$ cat src/rtl/pdp8_pkg.sv
// Shared PDP-8 datapath types: FSM states, rotate op codes, AC width.
// Imported by the operate-group blocks.
package pdp8_pkg;

  localparam int AC_W = 12;

  typedef enum logic [1:0] {
    IDLE,
    STEP,
    DONE
  } state_t;

  typedef logic [1:0] op_t;

  localparam op_t OP_NOP = 2'd0;
  localparam op_t OP_RL  = 2'd1;
  localparam op_t OP_RR  = 2'd2;
  localparam op_t OP_BSW = 2'd3;

  function automatic op_t decode_op(
    input logic left,
    input logic right,
    input logic twice
  );
    op_t op;
    op = OP_NOP;
    unique case (1'b1)
      (left & ~right):          op = OP_RL;
      (right & ~left):          op = OP_RR;
      (~left & ~right & twice): op = OP_BSW;
      default:                  op = OP_NOP;
    endcase
    return op;
  endfunction

endpackage

$ cat src/rtl/rotater_rise_detect.sv
// Registered rising-edge detector with synchronous active-low clear.
// rise is high in the cycle where d is high and was low last cycle.
module rise_detect (
  input  logic clk,
  input  logic clr_n,
  input  logic d,
  output logic rise
);

  logic last_q;
  logic last_d;

  always_comb begin
    last_d = d;
  end

  always_ff @(posedge clk) begin
    if (!clr_n) begin
      last_q <= 1'b0;
    end else begin
      last_q <= last_d;
    end
  end

  assign rise = d & ~last_q;

endmodule

$ cat src/rtl/rotater.sv
// Operate-group rotate stage: RAL/RAR/RTL/RTR/BSW on {L,AC},
// one bit position per clock, finishing with a done/L_force pulse.
module rotater
  import pdp8_pkg::*;
#(
  parameter int WIDTH = AC_W
) (
  input  logic             clk,
  input  logic             CLEAR_n,
  input  logic             ROT_ck,
  input  logic             ROT_left,
  input  logic             ROT_right,
  input  logic             ROT_twice,
  input  logic [WIDTH-1:0] AC_in,
  input  logic             L_in,
  output logic [WIDTH-1:0] AC_out,
  output logic             L_out,
  output logic             L_force,
  output logic             busy,
  output logic             done
);

  localparam int H = WIDTH / 2;

  state_t           state_q, state_d;
  op_t              op_q, op_d;
  logic [1:0]       cnt_q, cnt_d;
  logic [WIDTH:0]   w_q, w_d;
  logic [WIDTH:0]   w_step;
  logic [WIDTH-1:0] ac_out_q, ac_out_d;
  logic             l_out_q, l_out_d;
  logic             l_force_q, l_force_d;
  logic             busy_q, busy_d;
  logic             done_q, done_d;
  logic             ck_rise;
  logic             start;
  op_t              dec_op;

  rise_detect u_rise (
    .clk   (clk),
    .clr_n (CLEAR_n),
    .d     (ROT_ck),
    .rise  (ck_rise)
  );

  assign start  = ck_rise & (state_q == IDLE);
  assign dec_op = decode_op(ROT_left, ROT_right, ROT_twice);

  always_comb begin
    w_step = w_q;
    unique case (op_q)
      OP_RL:   w_step = {w_q[WIDTH-1:0], w_q[WIDTH]};
      OP_RR:   w_step = {w_q[0], w_q[WIDTH:1]};
      OP_BSW:  w_step = {w_q[WIDTH], w_q[H-1:0], w_q[WIDTH-1:H]};
      default: w_step = w_q;
    endcase
  end

  always_comb begin
    state_d   = state_q;
    op_d      = op_q;
    cnt_d     = cnt_q;
    w_d       = w_q;
    ac_out_d  = ac_out_q;
    l_out_d   = l_out_q;
    l_force_d = 1'b0;
    busy_d    = busy_q;
    done_d    = 1'b0;
    unique case (state_q)
      IDLE: begin
        if (start) begin
          w_d    = {L_in, AC_in};
          op_d   = dec_op;
          busy_d = 1'b1;
          state_d = STEP;
          if ((dec_op == OP_RL) || (dec_op == OP_RR)) begin
            cnt_d = ROT_twice ? 2'd2 : 2'd1;
          end else begin
            cnt_d = 2'd0;
          end
        end
      end
      STEP: begin
        w_d = w_step;
        // Last step publishes the result on the same edge, so RAL is 2 edges.
        if (cnt_q > 2'd1) begin
          cnt_d = cnt_q - 2'd1;
        end else begin
          cnt_d     = 2'd0;
          ac_out_d  = w_step[WIDTH-1:0];
          l_out_d   = w_step[WIDTH];
          done_d    = 1'b1;
          l_force_d = 1'b1;
          state_d   = DONE;
        end
      end
      DONE: begin
        busy_d  = 1'b0;
        state_d = IDLE;
      end
      default: begin
        busy_d  = 1'b0;
        state_d = IDLE;
      end
    endcase
  end

  always_ff @(posedge clk) begin
    if (!CLEAR_n) begin
      state_q   <= IDLE;
      op_q      <= OP_NOP;
      cnt_q     <= 2'd0;
      w_q       <= '0;
      ac_out_q  <= '0;
      l_out_q   <= 1'b0;
      l_force_q <= 1'b0;
      busy_q    <= 1'b0;
      done_q    <= 1'b0;
    end else begin
      state_q   <= state_d;
      op_q      <= op_d;
      cnt_q     <= cnt_d;
      w_q       <= w_d;
      ac_out_q  <= ac_out_d;
      l_out_q   <= l_out_d;
      l_force_q <= l_force_d;
      busy_q    <= busy_d;
      done_q    <= done_d;
    end
  end

  assign AC_out  = ac_out_q;
  assign L_out   = l_out_q;
  assign L_force = l_force_q;
  assign busy    = busy_q;
  assign done    = done_q;

endmodule

$ cat config.mk
export PLATFORM = sky130hd
export DESIGN_NAME = rotater
export DESIGN_NICKNAME = d
export VERILOG_FILES = /design/src/rtl/pdp8_pkg.sv /design/src/rtl/rotater_rise_detect.sv /design/src/rtl/rotater.sv
export SDC_FILE = /design/constraint.sdc
export NUM_CORES = 1
export LEC_CHECK = 0
export BUFFER_PORTS_ARGS = -buffer_cell sky130_fd_sc_hd__clkbuf_2
export CAP_MARGIN = 30
export CORE_MARGIN = 4
export CORE_UTILIZATION = 30
export CTS_CLUSTER_DIAMETER = 120
export DETAILED_ROUTE_END_ITERATION = 10
export PLACE_DENSITY = 0.56
export SETUP_SLACK_MARGIN = 0.2
export SLEW_MARGIN = 30
export SYNTH_ARGS = -nofsm -noshare
export SYNTH_HDL_FRONTEND = slang
export SYNTH_SLANG_ARGS = --single-unit
$ cat constraint.sdc
create_clock -name clk -period 4.6 [get_ports clk]
set_input_delay 1.38 -clock clk [delete_from_list [all_inputs] [get_ports clk]]
set_output_delay 1.38 -clock clk [all_outputs]
set_load 0.01 [all_outputs]
==> results.tsv, run 1 <==
metric	value	unit
Setup crit start kind	primary input	
Routability Congestion	0.7265	
CTS tree	built	
CTS resizes	0	
GRT Overall Usage	11.98	%
register area share after synthesis	40.67	%
CTS Buf Count	5	
Mean Syn Cell Area	12.13	µm²
Top Ports	35	
busiest grt layer	met2	
Yosys cell types	27	
Critical Path Slowest Stage Cell	a21boi_2	
Final TNS setup	0	ns
YS warnings	0	
Row Count	27	
Fmax	0.4083	GHz
ant diodes	0	
CP required	4.84	ns
Post-Syn Nets	161	
Synth Area in Simple Gates	8.932	%
initial antenna violation count	0	
M1 GR Usage	15.29	%
largest family of logic cells by synthesized area	compound AO/OA/AOI/OAI gates	
critical path arrival	2.69	ns
most common cell after layout, fill and taps aside	dfxtp_1	
max_cap viols	0	
die span in x	83.78	µm
final hold vios	0	
1st-iter DRT viols	88	
Syn Inst Count	142	
setup bufs post-CTS	0	
Hold Buf Count CTS	0	
via/cell ratio	5.212	
met2 usage	18.51	%
Synth-to-Final Area Change	16.12	%
outcome	complete, no violations	
slowest stage delay, CP	0.65	ns
Leak	0.0008727	µW
Setup crit end kind	flip-flop	
Root Buffer	clkbuf_8	
Post-Syn Area	0.001723	mm²
PwrDens	323.8	mW/mm²
depth of the CTS H-tree	2	
slew margin rel.	51.01	%
Yosys reg bits	35	
period utilisation layout	53.24	%
Final min period	2.449	ns
vias in the first global route	1288	
compound-cell area share of the yosys netlist	23.53	%
Detail Route Antenna Nets	0	
Inst Count DP	237	
Total Wirelength	4001	µm
smallest hold slack	0.4721	ns
Die Y	83.78	µm
worst skew pair latency	0.29	ns
Non-Filler Instances	245	
Slew @ Worst Pin	0.7339	ns
part of the power in combinational logic	14.6	%
layout cell share with drive strength beyond 1	32.95	%
Synth Area in XOR/XNOR	1.017	%
# port buffers	34	
total grt overflow	0	
Post-DP HPWL	2737	µm
clock-pin slew on the worst setup and hold paths	0.08	ns
grt met3 use	3.258	%
CTS Buffer Depth	2	
Clock Power Share	33.3	%
Critical Path Fanout Max	25	
Adder-Cell Fraction of Synth Area	0	%
Seq pwr share	52.1	%
initial core utilization	31.10	%
clk sinks	35	
CP Cell Sequence	clkbuf_2, a21boi_2, a22o_2	
Core Area	0.005540	mm²
largest net degree at the start of global routing	26	
final slew viol count	0	
critical path type	primary input to flip-flop	
Layout Skew	0.008530	ns
Worst VDD drop	103.4	µV
Pint	472.2	µW
most frequent cells in the layout	dfxtp_1 (35), clkbuf_2 (34), a22o_1 (26), mux4_1 (12), a22o_2 (10)	
first drt pass iteration count	4	
final setup violation count	0	
DR WL/cell	16.33	µm
residual DRC count	0	
DR vias	1277	
sw frac	27.11	%
global-route wire length before repair	6651	µm
Hold WC Path Type	flip-flop to flip-flop	
RSZ-0062 raised after global routing	no	
Nets	191	
Psw	175.6	µW
mux contribution to synthesized area	20.04	%
area of the die	0.007019	mm²
## layer usage
metal  up-vias  part of all wire [%]
li1        616                     -
met1       618                    47
met2        35                    46
met3         8                   5.5
met4         0                   2.0
met5         -                     0
## cell usage after synthesis
cell	instances	area, µm²
nor2b_1	6	37.54
o22ai_1	2	12.51
a22o_2	10	100.1
o21bai_1	1	7.510
nand2_1	6	22.52
and3_1	2	12.51
a21oi_1	3	15.01
buf_8	1	15.01
o32a_1	1	10.01
nor4b_4	1	23.77
and2_1	2	12.51
o21a_1	1	7.510
mux2i_1	3	30.03
inv_1	3	11.26
a22o_1	26	227.7
clkbuf_1	3	11.26
o21ai_0	2	10.01
buf_4	2	15.01
buf_2	5	25.02
dfxtp_1	35	700.7
buf_6	2	22.52
nor3b_1	1	7.510
a21boi_1	2	15.01
mux4_1	12	315.3
nand2b_1	3	18.77
nor2_1	5	18.77
xor2_1	2	17.52
## path summary, 6_finish.rpt
kind | startpoint | to | slack [ns] | depth (start not counted)
hold / removal | cnt_q[0] | cnt_q[0] | 0.47 | 2
hold reg to reg | cnt_q[0] | cnt_q[0] | 0.47 | 2
setup reg to reg | op_q[1] | w_q[9] | 2.73 | 2
setup / recovery | CLEAR_n | AC_out[7] | 2.15 | 3
## final cells by class
cell class	count	area [µm²]
inverter	3	11.26
tap	72	90.09
clock inverter	3	15.01
timing repair buffer	36	185.2
fill	573	3540
sequential	35	700.7
clock buffer	5	68.82
multi-input combinational	91	929.6
## registers in the layout (all words and copies together) (netlist names)
register and flops:
busy 1, L_out 1, cnt_q 2, u_rise.last_q 1, done 1, state_q 2
w_q 13, AC_out 12, op_q 2
## metrics by stage
stage | total power (µW) | setup slack, ns | cell area (µm²) | utilization (%)
after floorplan | 410.0 | 2.289 | 1723 | -
after global placement | 435.2 | 1.577 | 1894 | 34.19
after detailed placement | 439.0 | 1.857 | 1917 | 34.60
after CTS | 656.8 | 2.162 | 2001 | 36.11
after global routing | 680.7 | 2.051 | 2001 | 36.11
final | 647.8 | 2.151 | 2001 | 36.11
## power by group through the flow
stage	sequential [µW]	clock, µW	combinational [µW]
detailed placement	344	0	95.3
finish	337	216	94.5
CTS	337	224	95.6
global route	340	237	104
floorplan	336	0	74.5
global placement	344	0	91.3
## cells by family after synthesis
kind of cell,after synthesis
buffers and inverters,16
AND/OR/NAND/NOR,26
AO/OA/AOI/OAI,48
multiplexers,15
flip-flops,35
XOR/XNOR,2
## worst max-delay path, delay by kind of cell
kind	cells	cell delay, ns
AO/OA/AOI/OAI	2	0.91
buffers and inverters	1	0.38
Note: power is estimated with default switching activity, not from simulation.
==> run 2, diff against run 1 <==
Settings changed: PLACE_DENSITY 0.56 to 0.58.
Clock period 4.6 ns to 2.08 ns, I/O delays scaled along.
==> run 2 against run 1 <==
Effect of this change:
- flip-flop and latch count unchanged
- clock-buffer cell count increased by 1
- clock power grew to 2.7 times the previous value
- utilization up 1.4 points
- combinational power up 140%
- power up 140%
- sequential power increased by 120%
- cell count grew 3.3%
- critical path type is now flip-flop to flip-flop
- largest cell class unchanged
==> results.tsv, run 2 (synthesis gave the netlist of run 1 again) <==
metric	value	unit
outcome	complete, no violations	
max_cap viols	0	
Hold WC Path Type	flip-flop to flip-flop	
final setup violation count	0	
CTS Buffer Depth	2	
CTS resizes	0	
WHS Endpoint	cnt_q[0]	
Setup crit start kind	flip-flop	
Inst Count DP	246	
Non-Filler Instances	253	
Total Wirelength	4116	µm
Slew @ Worst Pin	0.5079	ns
Critical Path Fanout Max	7	
clk sinks	35	
# port buffers	34	
CTS Buf Count	5	
critical path arrival	1.84	ns
Hold Startpoint	cnt_q[0]	
Final TNS setup	0	ns
CP Cell Sequence	buf_4, mux4_1, a22o_1	
R2R Setup Slk	0.42	ns
die span in x	83.78	µm
Layout Skew	0.006314	ns
layout cell share with drive strength beyond 1	34.25	%
critical path type	flip-flop to flip-flop	
CTS tree	built	
Routability Congestion	0.7840	
Fmax	0.6031	GHz
Detail Route Antenna Nets	0	
total grt overflow	0	
DR WL/cell	16.27	µm
final hold vios	0	
initial antenna violation count	0	
slew margin rel.	66.00	%
period utilisation layout	79.71	%
RSZ-0062 raised after global routing	no	
CP required	2.26	ns
worst skew pair latency	0.28	ns
Core Area	0.005540	mm²
Synth-to-Final Area Change	20.70	%
residual DRC count	0	
worst flop-to-flop path startpoint	op_q[1]	
Final min period	1.658	ns
Root Buffer	clkbuf_8	
most frequent cells in the layout	dfxtp_1 (35), clkbuf_2 (34), a22o_1 (26), mux4_1 (12), buf_4 (11)	
Setup crit end kind	flip-flop	
# fillers	559	
worst reg2reg path endpoint	w_q[2]	
Hold Crit Depth	2	
area of the die	0.007019	mm²
depth of the CTS H-tree	2	
slowest stage delay, CP	0.60	ns
Die Y	83.78	µm
via/cell ratio	5.174	
largest net degree at the start of global routing	19	
vias in the first global route	1318	
Post-DP HPWL	3032	µm
Hold Buf Count CTS	0	
Leak	0.0009187	µW
clock-pin slew on the worst setup and hold paths	0.07	ns
first drt pass iteration count	4	
global-route wire length before repair	6893	µm
final slew viol count	0	
Largest register FFs	13	
Top reg by flops	w_q	
Worst VDD drop	290.6	µV
GRT Overall Usage	12.29	%
most common cell after layout, fill and taps aside	dfxtp_1	
Critical Path Slowest Stage Cell	mux4_1	
Nets	200	
Worst Reg-to-Reg Cells	3	
Row Count	27	
DR vias	1309	
1st-iter DRT viols	81	
setup bufs post-CTS	0	
initial core utilization	31.10	%
final core occ	37.53	%
PwrDens	746.4	mW/mm²
Top Ports	35	
ant diodes	0	
Tot Pwr	1552	µW
==> run 2: cell types whose count changed in the layout (fill, tap and decap cells not counted), sizes merged <==
cell,delta
buf,+9
bufinv,+1
clkbuf,+1
clkinv,-3
==> run 2: power breakdown <==
part,switching [µW],internal [µW],total (µW),leakage (µW)
clock,232,351,583,0.0000513
combinational,104,125,229,0.000582
sequential,37.7,703,741,0.000285
total,373,1180,1550,0.000919
==> run 2: worst max path at each step <==
stage	from	endpoint	slack [ns]
after floorplan	ROT_ck	w_q[12]	0.53
after global placement	ROT_ck	op_q[1]	0.31
after detailed placement	ROT_ck	op_q[1]	0.30
after CTS	op_q[1]	w_q[2]	0.41
after global routing	op_q[1]	w_q[2]	0.34
final	op_q[1]	w_q[2]	0.42
==> run 2: layer usage <==
metal / vias to the layer above / track usage, % / wire, µm / share of wire (%)
met5: - / 0 / 0 / 0
met4: 0 / 3.947 / 45 / 1.1
met3: 7 / 3.455 / 169 / 4.1
met2: 27 / 19.81 / 2019 / 49
met1: 639 / 15.86 / 1881 / 46
li1: 636 / - / - / -
==> run 2: area by class of cell <==
type	count	area, µm²	area share (%)
clock buffer	6	72.57	3.490
tap	72	90.09	4.332
timing repair buffer	45	252.7	12.15
sequential	35	700.7	33.69
clock inverter	1	30.03	1.444
inverter	3	11.26	0.5415
multi-input combinational	91	922.1	44.34
==> run 2: critical path: cells and delay by family, from the launching register on <==
family	cells	cell delay, ns
compound gates	1	0.22
flops	1	0.51
buf+inv	1	0.22
mux	1	0.60
==> run 2: metrics by stage <==
step / area (µm²) / hold slack [ns] / setup WS (ns)
global route: 2079 / 0.4954 / 0.3392
floorplan: 1723 / 0.4388 / 0.5253
detailed placement: 1977 / 0.4554 / 0.2995
CTS: 2079 / 0.4799 / 0.4123
global placement: 1977 / 0.4433 / 0.3125
finish: 2079 / 0.4729 / 0.4220
==> run 3, diff against run 2 <==
Settings changed: PLACE_DENSITY 0.58 to 0.56.
Clock period 2.08 ns to 1.6 ns, I/O delays scaled along.
==> run 3 against run 2 <==
Effect of this change:
- hold slack got worse by 0.051 ns
- cell count rose by 1.6%
- maximum frequency rose by 19%
- worst setup slack got worse by 0.21 ns
- clock skew decreased by 0.00092 ns
- non-clock buffer count rose by 3
- highest routed layer unchanged
- sequential power up 30%
- cell area increased by 3.7%
- via count down 1.2%
==> results.tsv, run 3 (synthesis gave the netlist of run 1 again) <==
metric	value	unit
Clock Power Share	38.0	%
Inst Count DP	245	
CTS Buffer Depth	2	
R2R Setup Slk	0.21	ns
PwrDens	973.6	mW/mm²
CTS tree	built	
1st-iter DRT viols	101	
part of the power in combinational logic	16.3	%
pre-CTS WS	0.06345	ns
Core Area	0.005540	mm²
ant diodes	0	
total grt overflow	0	
Post-DP HPWL	2797	µm
final hold vios	0	
Psw	529.4	µW
Leak	0.0009015	µW
critical path arrival	1.57	ns
Layout Skew	0.005394	ns
RSZ-0062 raised after global routing	yes	
Detail Route Antenna Nets	0	
max_cap viols	0	
Pint	1571	µW
# port buffers	34	
clk sinks	35	
vias in the first global route	1251	
Final min period	1.391	ns
CP required	1.78	ns
largest net degree at the start of global routing	20	
CTS Buf Count	5	
Total Wirelength	4101	µm
DR WL/cell	15.96	µm
critical path's top delay family	multiplexers	
slew margin rel.	80.36	%
Root Buffer	clkbuf_8	
Final Cell Area	0.002157	mm²
outcome	complete, no violations	
# fillers	558	
GRT Overall Usage	11.42	%
Synth-to-Final Area Change	25.20	%
clock-pin slew on the worst setup and hold paths	0.08	ns
depth of the CTS H-tree	2	
DR vias	1293	
global-route wire length before repair	6417	µm
placed cell area	0.001988	mm²
first drt pass iteration count	4	
initial antenna violation count	0	
Nets	203	
layout cell share with drive strength beyond 1	44.32	%
initial core utilization	31.10	%
slowest stage delay, CP	0.52	ns
final slew viol count	0	
critical path type	flip-flop to flip-flop	
via/cell ratio	5.031	
Setup crit start kind	flip-flop	
sw frac	25.21	%
residual DRC count	0	
Die Y	83.78	µm
die span in x	83.78	µm
worst path bufs/invs	1	
Slew @ Worst Pin	0.2934	ns
Critical Path Fanout Max	7	
final core occ	38.93	%
fin worst setup slack	0.2091	ns
Critical Path Slowest Stage Cell	mux4_2	
Seq pwr share	45.7	%
Worst VDD drop	549.0	µV
final setup violation count	0	
period utilisation layout	86.93	%
Hold WC Path Type	primary input to flip-flop	
most common cell after layout, fill and taps aside	clkbuf_2	
Top Ports	35	
area of the die	0.007019	mm²
Fmax	0.7190	GHz
Top reg by flops	w_q	
Setup crit end kind	flip-flop	
Row Count	27	
Routability Congestion	0.7094	
worst skew pair latency	0.28	ns
CP Cell Sequence	buf_12, mux4_2, a22o_2	
Final TNS setup	0	ns
Non-Filler Instances	257	
Largest register FFs	13	
most frequent cells in the layout	clkbuf_2 (34), dfxtp_1 (32), a22o_1 (26), mux4_2 (11), a22o_2 (10)	
-- run 3: cell types whose count changed in the layout (fill, tap and decap cells not counted), sizes merged --
cell / before / now
clkbuf: 40 / 41
buf: 11 / 12
clkinv: 0 / 2
-- run 3: final cells by class --
| type | instances | area, µm² | share of cell area (%) |
|---|---|---|---|
| clock buffer | 5 | 68.82 | 3.190 |
| multi-input combinational | 91 | 888.4 | 41.18 |
| tap | 72 | 90.09 | 4.176 |
| timing repair buffer | 48 | 347.8 | 16.13 |
| sequential | 35 | 706.9 | 32.77 |
| clock inverter | 3 | 43.79 | 2.030 |
| inverter | 3 | 11.26 | 0.5220 |
-- run 3: worst paths after layout --
kind	cells after the start	end	start
worst max-delay path	3	w_q[10]	op_q[1]
worst min-delay path	2	u_rise.last_q	ROT_ck
worst max register to register	3	w_q[10]	op_q[1]
worst min register to register	2	L_out	L_out
-- run 3: layer usage --
metal	track usage [%]	part of all wire [%]	routed length [µm]
met1	15.64	47	1926
met4	3.947	0.46	19
met5	0	0	0
met2	16.92	46	1884
met3	3.554	6.6	270
-- run 3: power groups by stage --
stage | registers, µW | logic (µW) | clock network (µW)
finish | 960 | 341 | 799
global route | 966 | 372 | 864
global placement | 976 | 312 | 0
detailed placement | 976 | 315 | 0
CTS | 957 | 321 | 821
floorplan | 966 | 217 | 0
-- run 3: what timing repair did --
item                                    CTS  global route
gates resized for setup                   8             4
endpoints found under the setup margin   25            21
hold buffers                              0             0
pin swaps                                 0             1
setup buffers                             1             1
gates cloned                              0             2
-- run 3: per-stage QoR --
| step | power [µW] | hold slack [ns] |
|---|---|---|
| finish | 2100 | 0.4214 |
| global placement | 1288 | 0.4388 |
| floorplan | 1182 | 0.4388 |
| CTS | 2099 | 0.4108 |
| global route | 2202 | 0.4247 |
| detailed placement | 1291 | 0.4444 |
